===== src/rtl/axi_sram_slave.sv =====
// axi_sram_slave: AXI3 responder that serves bursts from a word-addressed,
// single-port synchronous SRAM with one cycle of read latency.
// One transaction is in flight at a time. When reads and writes are both
// pending, they alternate, and a read goes first after reset.
//
// Handshake rule for every channel: a transfer happens on a rising clock edge
// where valid and ready are both high. A valid raised by this block stays high,
// with its payload stable, until the matching ready is seen.
module axi_sram_slave #(
  parameter int unsigned MEM_AW = 16,
  parameter logic [31:0] BASE   = 32'h0000_0000
) (
  input  logic              clk,
  input  logic              reset,
  // read address channel
  input  logic [3:0]        arid,
  input  logic [31:0]       araddr,
  input  logic [3:0]        arlen,
  input  logic [2:0]        arsize,
  input  logic [1:0]        arburst,
  input  logic [1:0]        arlock,
  input  logic [3:0]        arcache,
  input  logic [2:0]        arprot,
  input  logic              arvalid,
  output logic              arready,
  // read data channel
  output logic [3:0]        rid,
  output logic [31:0]       rdata,
  output logic [1:0]        rresp,
  output logic              rlast,
  output logic              rvalid,
  input  logic              rready,
  // write address channel
  input  logic [3:0]        awid,
  input  logic [31:0]       awaddr,
  input  logic [3:0]        awlen,
  input  logic [2:0]        awsize,
  input  logic [1:0]        awburst,
  input  logic [1:0]        awlock,
  input  logic [3:0]        awcache,
  input  logic [2:0]        awprot,
  input  logic              awvalid,
  output logic              awready,
  // write data channel
  input  logic [3:0]        wid,
  input  logic [31:0]       wdata,
  input  logic [3:0]        wstrb,
  input  logic              wlast,
  input  logic              wvalid,
  output logic              wready,
  // write response channel
  output logic [3:0]        bid,
  output logic [1:0]        bresp,
  output logic              bvalid,
  input  logic              bready,
  // SRAM port
  output logic              mem_en,
  output logic [3:0]        mem_wen,
  output logic [MEM_AW-1:0] mem_addr,
  output logic [31:0]       mem_wdata,
  input  logic [31:0]       mem_rdata,
  // debug: current FSM state
  output logic [2:0]        dbg_state
);

  localparam logic [2:0] IDLE    = 3'd0;
  localparam logic [2:0] RD_REQ  = 3'd1;
  localparam logic [2:0] RD_WAIT = 3'd2;
  localparam logic [2:0] RD_DATA = 3'd3;
  localparam logic [2:0] WR_DATA = 3'd4;
  localparam logic [2:0] WR_RESP = 3'd5;

  localparam logic [1:0] RESP_OKAY   = 2'b00;
  localparam logic [1:0] RESP_SLVERR = 2'b10;
  localparam logic [1:0] RESP_DECERR = 2'b11;

  // Size of the mapped window in bytes, one bit wider than any 33-bit offset.
  localparam logic [33:0] SPAN = 34'd1 << (MEM_AW + 2);

  logic [2:0]        state, state_n;
  logic              rd_prio;      // 1: a read wins when both sides are pending
  logic [3:0]        id_q;
  logic [31:0]       addr_q;
  logic [3:0]        len_q;
  logic [3:0]        beat_q;
  logic [2:0]        size_q;
  logic [1:0]        burst_q;
  logic [31:0]       rdata_q;
  logic [1:0]        rresp_q;
  logic              wr_dec;       // some write beat fell outside the window
  logic              wr_slv;       // wlast or wid disagreed with the burst

  logic [32:0]       offset;
  logic              in_range;
  logic [MEM_AW-1:0] word_idx;
  logic [31:0]       addr_next;
  logic              last_beat;
  logic              sel_rd, sel_wr;
  logic              accept_rd, accept_wr;
  logic              unused_inputs;

  // The borrow bit of the 33-bit subtraction flags addresses below BASE.
  assign offset    = {1'b0, addr_q} - {1'b0, BASE};
  assign in_range  = !offset[32] && ({1'b0, offset} < SPAN);
  assign word_idx  = offset[MEM_AW+1:2];
  // FIXED holds the address; INCR, WRAP and the reserved encoding all step.
  assign addr_next = (burst_q == 2'b00) ? addr_q : addr_q + (32'd1 << size_q);
  assign last_beat = (beat_q == len_q);

  // The side not served last wins when both request at once.
  assign sel_rd = arvalid && (!awvalid || rd_prio);
  assign sel_wr = awvalid && !sel_rd;

  assign dbg_state     = state;
  assign unused_inputs = ^{arlock, arcache, arprot, awlock, awcache, awprot};

  // Next-state logic and all channel/SRAM outputs; outputs outside their state are 0.
  always_comb begin
    state_n   = state;
    accept_rd = 1'b0;
    accept_wr = 1'b0;
    arready   = 1'b0;
    awready   = 1'b0;
    rid       = 4'd0;
    rdata     = 32'd0;
    rresp     = 2'b00;
    rlast     = 1'b0;
    rvalid    = 1'b0;
    wready    = 1'b0;
    bid       = 4'd0;
    bresp     = 2'b00;
    bvalid    = 1'b0;
    mem_en    = 1'b0;
    mem_wen   = 4'd0;
    mem_addr  = '0;
    mem_wdata = 32'd0;
    case (state)
      IDLE: begin
        if (sel_rd) begin
          arready   = 1'b1;
          accept_rd = 1'b1;
          state_n   = RD_REQ;
        end else if (sel_wr) begin
          awready   = 1'b1;
          accept_wr = 1'b1;
          state_n   = WR_DATA;
        end
      end
      RD_REQ: begin
        mem_en   = in_range;
        mem_addr = word_idx;
        state_n  = RD_WAIT;
      end
      RD_WAIT: begin
        state_n = RD_DATA;
      end
      RD_DATA: begin
        rvalid = 1'b1;
        rid    = id_q;
        rdata  = rdata_q;
        rresp  = rresp_q;
        rlast  = last_beat;
        if (rready) begin
          state_n = last_beat ? IDLE : RD_REQ;
        end
      end
      WR_DATA: begin
        wready = 1'b1;
        if (wvalid) begin
          mem_en    = in_range;
          mem_wen   = in_range ? wstrb : 4'd0;
          mem_addr  = word_idx;
          mem_wdata = wdata;
          if (last_beat) begin
            state_n = WR_RESP;
          end
        end
      end
      WR_RESP: begin
        bvalid = 1'b1;
        bid    = id_q;
        bresp  = wr_dec ? RESP_DECERR : (wr_slv ? RESP_SLVERR : RESP_OKAY);
        if (bready) begin
          state_n = IDLE;
        end
      end
      default: begin
        state_n = IDLE;
      end
    endcase
  end

  // State register plus burst bookkeeping: latch on accept, step on each beat.
  always_ff @(posedge clk) begin
    if (reset) begin
      state   <= IDLE;
      rd_prio <= 1'b1;
      id_q    <= 4'd0;
      addr_q  <= 32'd0;
      len_q   <= 4'd0;
      beat_q  <= 4'd0;
      size_q  <= 3'd0;
      burst_q <= 2'b00;
      rdata_q <= 32'd0;
      rresp_q <= 2'b00;
      wr_dec  <= 1'b0;
      wr_slv  <= 1'b0;
    end else begin
      state <= state_n;
      if (accept_rd) begin
        id_q    <= arid;
        addr_q  <= araddr;
        len_q   <= arlen;
        size_q  <= arsize;
        burst_q <= arburst;
        beat_q  <= 4'd0;
        rd_prio <= 1'b0;
      end
      if (accept_wr) begin
        id_q    <= awid;
        addr_q  <= awaddr;
        len_q   <= awlen;
        size_q  <= awsize;
        burst_q <= awburst;
        beat_q  <= 4'd0;
        wr_dec  <= 1'b0;
        wr_slv  <= 1'b0;
        rd_prio <= 1'b1;
      end
      case (state)
        RD_WAIT: begin
          // The address has not moved since RD_REQ, so in_range still
          // describes the beat whose data is arriving now.
          rdata_q <= in_range ? mem_rdata : 32'd0;
          rresp_q <= in_range ? RESP_OKAY : RESP_DECERR;
        end
        RD_DATA: begin
          if (rready && !last_beat) begin
            beat_q <= beat_q + 4'd1;
            addr_q <= addr_next;
          end
        end
        WR_DATA: begin
          if (wvalid) begin
            if (!in_range) begin
              wr_dec <= 1'b1;
            end
            if ((wlast != last_beat) || (wid != id_q)) begin
              wr_slv <= 1'b1;
            end
            if (!last_beat) begin
              beat_q <= beat_q + 4'd1;
              addr_q <= addr_next;
            end
          end
        end
        default: begin
        end
      endcase
    end
  end

endmodule


===== config.mk =====
export PLATFORM = sky130hd
export DESIGN_NAME = axi_sram_slave
export DESIGN_NICKNAME = d
export VERILOG_FILES = /design/src/rtl/axi_sram_slave.sv
export SDC_FILE = /design/constraint.sdc
export NUM_CORES = 1
export LEC_CHECK = 0
export CAP_MARGIN = 20
export CORE_AREA = 2 2 116 118
export DETAILED_ROUTE_END_ITERATION = 6
export DIE_AREA = 0 0 118 120
export DONT_BUFFER_PORTS = 1
export PLACE_DENSITY = 0.7
export SLEW_MARGIN = 25
export SYNTH_ARGS = -nofsm -noshare
export SYNTH_HDL_FRONTEND = slang
export SYNTH_SLANG_ARGS = --single-unit

===== constraint.sdc =====
create_clock -name clk -period 6.1 [get_ports clk]
set_input_delay 1.22 -clock clk [delete_from_list [all_inputs] [get_ports clk]]
set_output_delay 1.22 -clock clk [all_outputs]
set_load 0.1 [all_outputs]

Yosys cells after proc, flatten, opt, wreduce, memory -nomap -nowiden
Cells that the tools add are included.

Bits in registers: 89. Word-level logic and storage cells: 106.

$add $sub $neg: 2. Order comparisons: 1. Eq/ne operators: 13. Shift-type cells: 1. Muxes and demuxes: 64. Reductions and logical operators: 13.

Operators with widths (number): 32-bit two-way mux (10); 32-bit one-hot mux with 2 select lines (1); 4-bit two-way mux (14); 32-bit adder (1); 32-bit by 19-bit < comparator with 1-bit output (second input constant) (1); 16-bit one-hot mux with 2 select lines (1); 1-bit by 3-bit << shifter with 32-bit output (first input constant) (1); 3-bit two-way mux (8); 1-bit two-way mux (19); 3-bit one-hot mux with 6 select lines (1); 16-bit two-way mux (1); 2-bit two-way mux (7); 2-bit != test (second input constant) (4); 4-bit one-hot mux with 2 select lines (1); 3-bit by 2-bit equality test with 1-bit output (second input constant) (2); 3-bit equality test (second input constant) (2); 5-bit AND reduction (1); 4-bit by 1-bit adder with 4-bit output (second input constant) (1); 4-bit equality test (1); 4-bit != test (1); 3-bit by 1-bit equality test with 1-bit output (second input constant) (1); 1-bit logical AND (3); 1-bit zero test (3); 3-bit zero test (1); other kinds (7) (8).

Longest topological paths before layout
Gate-level depths: netlist (run 1).

Word-level depth: 12. Mapped depth: 12.

Worst setup path before layout (run 1)
Ideal clock, no wire load.

Path kind: register to output. Start: register state[0], in the netlist dbg_state[0]. End: output bid[0]. Arrival time: 3.663 ns. Data required time: 4.880 ns. Setup slack: 1.217 ns. Stages on the path, launching flop included: 5. Cells stage by stage: dfxtp_1 buf_2 nand2_1 nor2_1 and2_1.

Cells in the longest elaborated chain, start to end: 2.

Ends and longest elaborated chain: start, declared (RTL line 80) `logic [2:0] state, state_n;`; start signal, assigned (RTL line 209) `state <= state_n;`; 3-bit equality test (RTL line 137) `case (state)`; 4-bit two-way mux (RTL line 137); end, declared (RTL line 52) `output logic [3:0] bid,`.

Every way passes these cells.

Final worst setup path (run 1)
Start: register state[0], in the netlist dbg_state[0]. End: output rresp[1].

Cells in the longest elaborated chain, start to end: 2.

Ends and longest elaborated chain: 3-bit by 2-bit equality test with 1-bit output (RTL line 137); 2-bit two-way mux (RTL line 137); end, declared (RTL line 29) `output logic [1:0] rresp,`.

Every way passes these cells.

==> results.cfg, run 1 <==
[outcome]
run_status = complete, no violations

[synthesis]
post_synth.cell_area_avg_um2 = 7.28
yosysWarningCount = 0
synth_edf_count = 0
ys_ff_latch = 88
synth.net_count = 985
synth-async-reset-ratio_pct = 0
synth_area_leader_cell = dfxtp_1
yosysTopAreaCellShare_pct = 30.8
yosysSeqAreaShare_pct = 30.8
synth.distinct_cells = 62
synth.area.top_cells = dfxtp_1, and2_1, a21oi_1
synth_area_um2 = 5730
synth_top_flop_cell = dfxtp_1
synth_cells = 787

[pwr]
power-per-cell-area_nw_per_um2 = 478
vdd_drop_max_mv = 0.203
total_power_uw = 2930
total_leakage_power_uw = 0.00222

[clocking]
cts_tree = yes
cts-resized-gates = 0
clock_latency_ps = 350
cts_made_buffers = 9
clk_pin_slew_ps = 70
cts_setup_buffers = 0
cts-root-buf = clkbuf_16
hold_buffers = 0
cts_sinks = 88
htreeDepth = 3
cts_buffer_depth = 2

[placed_design]
gp_congestion = 0.898
placed_area_um2 = 5810
dp_hpwl_mm = 12.1
dp.cells = 911
pre_cts_ws_ps = 1590
portBuffers = 0

[final_layout]
final_common_cell = nand2_1
area_delta_synth_final_pct = 6.88
finalInstanceArea_um2 = 6120
finalNetCount = 944
layout_common_cells = nand2_1, a21oi_1, and2_1
fin_cells = 929
drive_gt1_share_pct = 7.06

[timing]
fin_crit_ps = 4230
tightestPinTransition_ps = 1040
setup_viol = 0
setup_slack_ps = 1870
maxSlewHeadroom_pct = 30.5
fmax_mhz = 236
hold_viol = 0
drv_slew = 0
tns_ps = 0
final.setup_skew_ps = 8.91
fin_crit_sh_pct = 69.3
rsz0062_at_grt = false

[die]
die_w_um = 118
die_area_um2 = 14200
rows = 42
coreArea_um2 = 13000
dieHeight_um = 120
pin_count = 294
start_util_pct = 44.1

[route]
drt_iter0_drc = 274
wl_per_cell_um = 18.2
drc = 0
final_antenna_net_count = 0
avgViaCountPerCell = 5.80
firstDrtPassIters = 4
routed_wl_mm = 16.9
route.vias.total = 5390

[worst_setup_path]
critPathSlowestCell = and2_2
crit_buf_inv = 1
required_ps = 4880
critPathMaxFanout = 41
critPathKind = reg2out
cp-end-kind = output pin
cpPeakStageDelay_ps = 980
worstPathCellList = buf_4 -> and3b_2 -> and2_2
cp_top_family = simple AND/OR/NAND/NOR gates
start_kind = flip-flop
arrival_ps = 3010

[global_route]
grt_pass1_wl_mm = 26.4
grt_max_degree = 84
grt_pass1_vias = 4991
track_usage_pct = 23.3
antenna_found_initial = 2
grt_remaining_overflow = 0

[min_path]
hold_path_class = reg2reg

[job]
max_cap_viol_count = 0
-- where the power goes --
group	switching [uW]	total (uW)	internal (uW)
logic	1080	1480	400
registers	182	889	707
clock network	265	555	290
total	1530	2930	1400
-- final timing paths --
check          startpoint  slack [ps]  depth (start not counted)     endpoint
max          dbg_state[0]        1870                          3     rresp[1]
min           rdata_q[13]         440                          2  rdata_q[13]
max reg2reg  dbg_state[0]        2990                          9    beat_q[1]
min reg2reg   rdata_q[13]         440                          2  rdata_q[13]
-- per-layer routing --
layer	share of wire, %	track usage, %	wire, um
met1	44	29.0	7420
met2	49	39.8	8220
met3	5.5	4.61	923
met4	1.9	8.89	325
met5	0	0	0
-- cell usage after synthesis, types with 4 or more instances --
| master | count |
|---|---|
| and2_1 | 92 |
| nand3_1 | 49 |
| xnor2_1 | 19 |
| a21o_1 | 4 |
| o22ai_1 | 5 |
| xor2_1 | 18 |
| buf_2 | 16 |
| nor4_1 | 6 |
| o21ai_0 | 14 |
| a211oi_1 | 33 |
| nor2_1 | 51 |
| a21oi_1 | 107 |
| inv_1 | 7 |
| dfxtp_1 | 88 |
| nor3_1 | 11 |
| nand4_1 | 6 |
| buf_1 | 6 |
| ha_1 | 9 |
| a22oi_1 | 14 |
| nand2_1 | 117 |
| and3_1 | 10 |
| clkbuf_1 | 40 |
| nand2b_1 | 6 |
-- stage by stage --
step / utilization (%) / hold slack (ps)
2_1_floorplan: - / 427
6_report: 47.2 / 441
3_3_place_gp: 44.6 / 428
4_1_cts: 47.1 / 443
5_1_grt: 47.2 / 455
3_5_place_dp: 44.8 / 433
-- state kept, by name (all words and copies together) (netlist names), 2 cells and up --
name,count
burst_q,2
id_q,4
dbg_state,3
size_q,3
len_q,4
addr_q,32
beat_q,4
rdata_q,32
-- kinds of logic after synthesis --
logic type	share of synthesized area, %
simple gates	33.8
compound gates	21.3
flops	30.8
buf+inv	5.40
xor+xnor	5.66
fa+ha+maj	2.32
mux	0.721
-- layout make-up --
cell class                 count  area, um^2
clock inverter                 7        75.1
multi-input combinational    625        3680
inverter                       9        33.8
tap                          176         220
clock buffer                   9         225
antenna                        2        5.00
timing repair buffer          13         118
fill                        1321        6860
sequential                    88        1760
-- worst min-delay path: cells and delay by family, from the launching register on --
family,cells,cell delay [ps]
and+or+nand+nor,1,50
DFF,1,310
AOI/OAI and AO/OA,1,50
Note: power is estimated with default switching activity, not from simulation.
==> run 2: changes to the inputs <==
Settings changed: CORE_AREA 2 2 116 118 to 2 2 115 117, DIE_AREA 0 0 118 120 to 0 0 117 119, PLACE_DENSITY 0.7 to 0.73.
Clock period 6.1 ns to 3.6 ns, I/O delays scaled along.
==> results.cfg, run 2 (same netlist as run 1, synthesis figures left out) <==
[final_layout]
seq_area_um2 = 1760
fin_cells = 1034
multi_input_comb_area_um2 = 3690
area_delta_synth_final_pct = 41.6
final_common_cell = nand2_1
layout_common_cells = nand2_1, a21oi_1, buf_12
final_core_util_pct = 63.0
fillers = 1039
finalNetCount = 1046
largestRegisters = addr_q: 32 flops, rdata_q: 32 flops
drive_gt1_share_pct = 18.1

[timing]
fin_crit_ps = 2990
hold_viol = 0
drv_slew = 0
tightestPinTransition_ps = 1070
maxSlewHeadroom_pct = 29.0
final.setup_skew_ps = 9.90
setup_slack_ps = 605
fin_crit_sh_pct = 83.2
rsz0062_at_grt = false
tns_ps = 0
fmax_mhz = 334
setup_viol = 0

[worst_setup_path]
arrival_ps = 2270
required_ps = 2880
critPathKind = reg2out
critPathSlowestCell = or4_1
cp-end-kind = output pin
critPathMaxFanout = 6
cpPeakStageDelay_ps = 570
worstPathCellList = or4_1 -> nor4_4 -> and3_1 -> buf_12
start_kind = flip-flop

[die]
die_area_um2 = 13900
rows = 42
die_w_um = 117
dieHeight_um = 119
coreArea_um2 = 12900
pin_count = 294
start_util_pct = 44.5

[min_path]
hold_path_class = reg2reg

[placed_design]
gp_congestion = 0.867
portBuffers = 0
pre_cts_ws_ps = 843
dp.cells = 1013
dp_hpwl_mm = 13.7

[global_route]
grt_pass1_vias = 5537
track_usage_pct = 25.3
grt_max_degree = 84
grt_remaining_overflow = 0
grt_pass1_wl_mm = 27.8
antenna_found_initial = 5

[clocking]
cts-resized-gates = 0
htreeDepth = 3
cts_made_buffers = 9
cts_sinks = 88
cts-root-buf = clkbuf_16
cts_buffer_depth = 2
hold_buffers = 0
cts_setup_buffers = 0
clock_latency_ps = 340
cts_tree = yes
clk_pin_slew_ps = 70

[route]
route.vias.total = 5825
final_antenna_net_count = 0
drc = 0
drt_iter0_drc = 365
wl_per_cell_um = 17.6
firstDrtPassIters = 5
routed_wl_mm = 18.2
avgViaCountPerCell = 5.63

[pwr]
total_power_uw = 5330
total_leakage_power_uw = 0.00303
vdd_drop_max_mv = 0.345
power-per-cell-area_nw_per_um2 = 657

[job]
max_cap_viol_count = 0

[outcome]
run_status = complete, no violations
==> run 2: critical path, delay by kind of cell (launching register included) <==
family	cells	cell delay, ps
AND/OR/NAND/NOR	3	1380
buffers and inverters	1	190
flip-flops	1	370
==> run 2: metal layers <==
metal  vias up  share of wire [%]  wire (um)  global-route usage [%]
li1       2869                  -          -                       -
met1      2698                 38       6990                    29.7
met2       235                 52       9500                    44.7
met3        23                7.6       1380                    5.19
met4         0                1.9        352                    9.19
met5         -                  0          0                       0
==> run 2: area by class of cell <==
| class | count | area share [%] |
|---|---|---|
| multi-input combinational | 625 | 45.4 |
| inverter | 9 | 0.416 |
| tap | 176 | 2.71 |
| sequential | 88 | 21.7 |
| clock buffer | 9 | 2.78 |
| clock inverter | 7 | 0.879 |
| timing repair buffer | 115 | 25.9 |
| antenna | 5 | 0.154 |
==> run 2: through the flow <==
stage / hold slack (ps) / area (um^2)
2_1_floorplan: 427 / 5740
4_1_cts: 426 / 8100
3_3_place_gp: 427 / 7800
3_5_place_dp: 432 / 7800
6_report: 443 / 8110
5_1_grt: 433 / 8110
==> run 2: worst paths after layout <==
check	startpoint	to	slack, ps	depth (start not counted)
worst max-delay path	addr_q[21]	mem_wen[0]	610	4
worst min-delay path	rdata_q[26]	rdata_q[26]	440	2
worst max register to register	size_q[0]	addr_q[20]	800	11
worst min register to register	rdata_q[26]	rdata_q[26]	440	2
==> run 2: power by group <==
group | total (uW) | internal (uW) | leakage, uW | switching, uW
sequential | 1520 | 1200 | 0.000718 | 321
combinational | 2870 | 976 | 0.00217 | 1890
clock | 939 | 489 | 0.000139 | 449
total | 5330 | 2660 | 0.00303 | 2660
==> run 3: changes to the inputs <==
Settings changed: CORE_AREA 2 2 115 117 to 2 2 116 118, DIE_AREA 0 0 117 119 to 0 0 118 120, PLACE_DENSITY 0.73 to 0.7.
Clock period 3.6 ns to 2.85 ns, I/O delays scaled along.
==> results.cfg, run 3 (same netlist as run 1, synthesis figures left out) <==
[route]
drc = 0
firstDrtPassIters = 5
avgViaCountPerCell = 5.74
final_antenna_net_count = 0
route.vias.total = 6013
drt_iter0_drc = 426
routed_wl_mm = 19.8
wl_per_cell_um = 18.9

[timing]
rsz0062_at_grt = false
drv_slew = 0
tightestPinTransition_ps = 655
fin_hold_ws_ps = 283
final.setup_skew_ps = 9.77
fmax_mhz = 367
setup_viol = 0
fin_crit_sh_pct = 95.7
fin_crit_ps = 2730
maxSlewHeadroom_pct = 55.9
hold_viol = 0
tns_ps = 0

[die]
coreArea_um2 = 13000
rows = 42
start_util_pct = 44.1
pin_count = 294
die_area_um2 = 14200
die_w_um = 118
dieHeight_um = 120

[final_layout]
area_delta_synth_final_pct = 44.0
fillers = 1064
finalNetCount = 1057
largestRegisters = addr_q: 32 flops, rdata_q: 32 flops
multi_input_comb_area_um2 = 3740
final_common_cell = nand2_1
seq_area_um2 = 1770
fin_cells = 1047
drive_gt1_share_pct = 23.7
layout_common_cells = nand2_1, a21oi_1, buf_12
final_core_util_pct = 63.5

[worst_setup_path]
r2r_slack_ps = 230
critPathMaxFanout = 9
r2r_end = addr_q[20]
arrival_ps = 2160
required_ps = 2280
r2r_cells = 11
critPathKind = reg2out
reg2reg_from = size_q[0]
cp-endpoint = mem_wen[2]
cp-end-kind = output pin
start_kind = flip-flop
startpoint = addr_q[23]

[clocking]
cts_sinks = 88
clk_pin_slew_ps = 70
cts_tree = yes
cts_made_buffers = 9
hold_buffers = 0
cts-root-buf = clkbuf_16
clock_latency_ps = 350
cts_buffer_depth = 2
htreeDepth = 3

[global_route]
grt_remaining_overflow = 0
grt_pass1_vias = 5647
track_usage_pct = 26.8
grt_pass1_wl_mm = 30.4
antenna_found_initial = 5
grt_max_degree = 84

[pwr]
power-per-cell-area_nw_per_um2 = 841
vdd_drop_max_mv = 0.505
total_leakage_power_uw = 0.00312
total_power_uw = 6930

[placed_design]
gp_congestion = 0.919
dp_hpwl_mm = 14.6
dp.cells = 1023
portBuffers = 0

[job]
max_cap_viol_count = 0

[min_path]
hold_path_class = in2reg
hold_start = reset

[outcome]
run_status = complete, no violations
==> run 3: power by group <==
group	switching (uW)	internal, uW	total, uW
Clock	576	621	1200
Combinational	2510	1330	3840
Sequential	378	1520	1890
Total	3470	3470	6930
==> run 3: layout make-up <==
cell class / count / share of cell area, %
multi-input cells: 625 / 45.3
repair buffers: 126 / 26.4
flip-flops and latches: 88 / 21.4
clock buffers: 9 / 2.73
well taps: 176 / 2.67
clock inverters: 7 / 0.850
inverters: 9 / 0.410
diodes: 7 / 0.212
==> run 3: through the flow <==
step / instance area (um^2) / worst slack [ps]
after global placement: 7910 / 239
after detailed placement: 7910 / 188
final: 8250 / 122
after CTS: 8210 / 41.6
after global routing: 8240 / 27.6
after floorplan: 5790 / 3.88
==> run 3: metal layers <==
layer,track usage [%],wire [um]
met3,6.27,1370
met2,45.6,9810
met1,32.8,8040
met4,10.1,602
met5,0,0
==> run 3: how the worst min path moves through the flow <==
stage / endpoint / slack [ps] / cells after the start
6_report: rdata_q[28] / 280 / 1
5_1_grt: rdata_q[28] / 270 / 1
4_1_cts: rdata_q[30] / 270 / 1
3_5_place_dp: rdata_q[31] / 430 / 2
3_3_place_gp: rdata_q[1] / 430 / 2
2_1_floorplan: rdata_q[11] / 430 / 2
==> run 3: what timing repair did <==
item | in CTS | in global routing
setup buffers | 0 | 1
endpoints found under the setup margin | 1 | 5
gates resized for setup | 1 | 2
endpoints found under the hold margin | 0 | 0
==> run 3: worst max-delay path, cell delays in order, from the launching register on <==
cell and delay (ps):
dfxtp_1 360, or4_1 600, nor4_4 250, buf_6 180
and3_1 220, buf_12 190
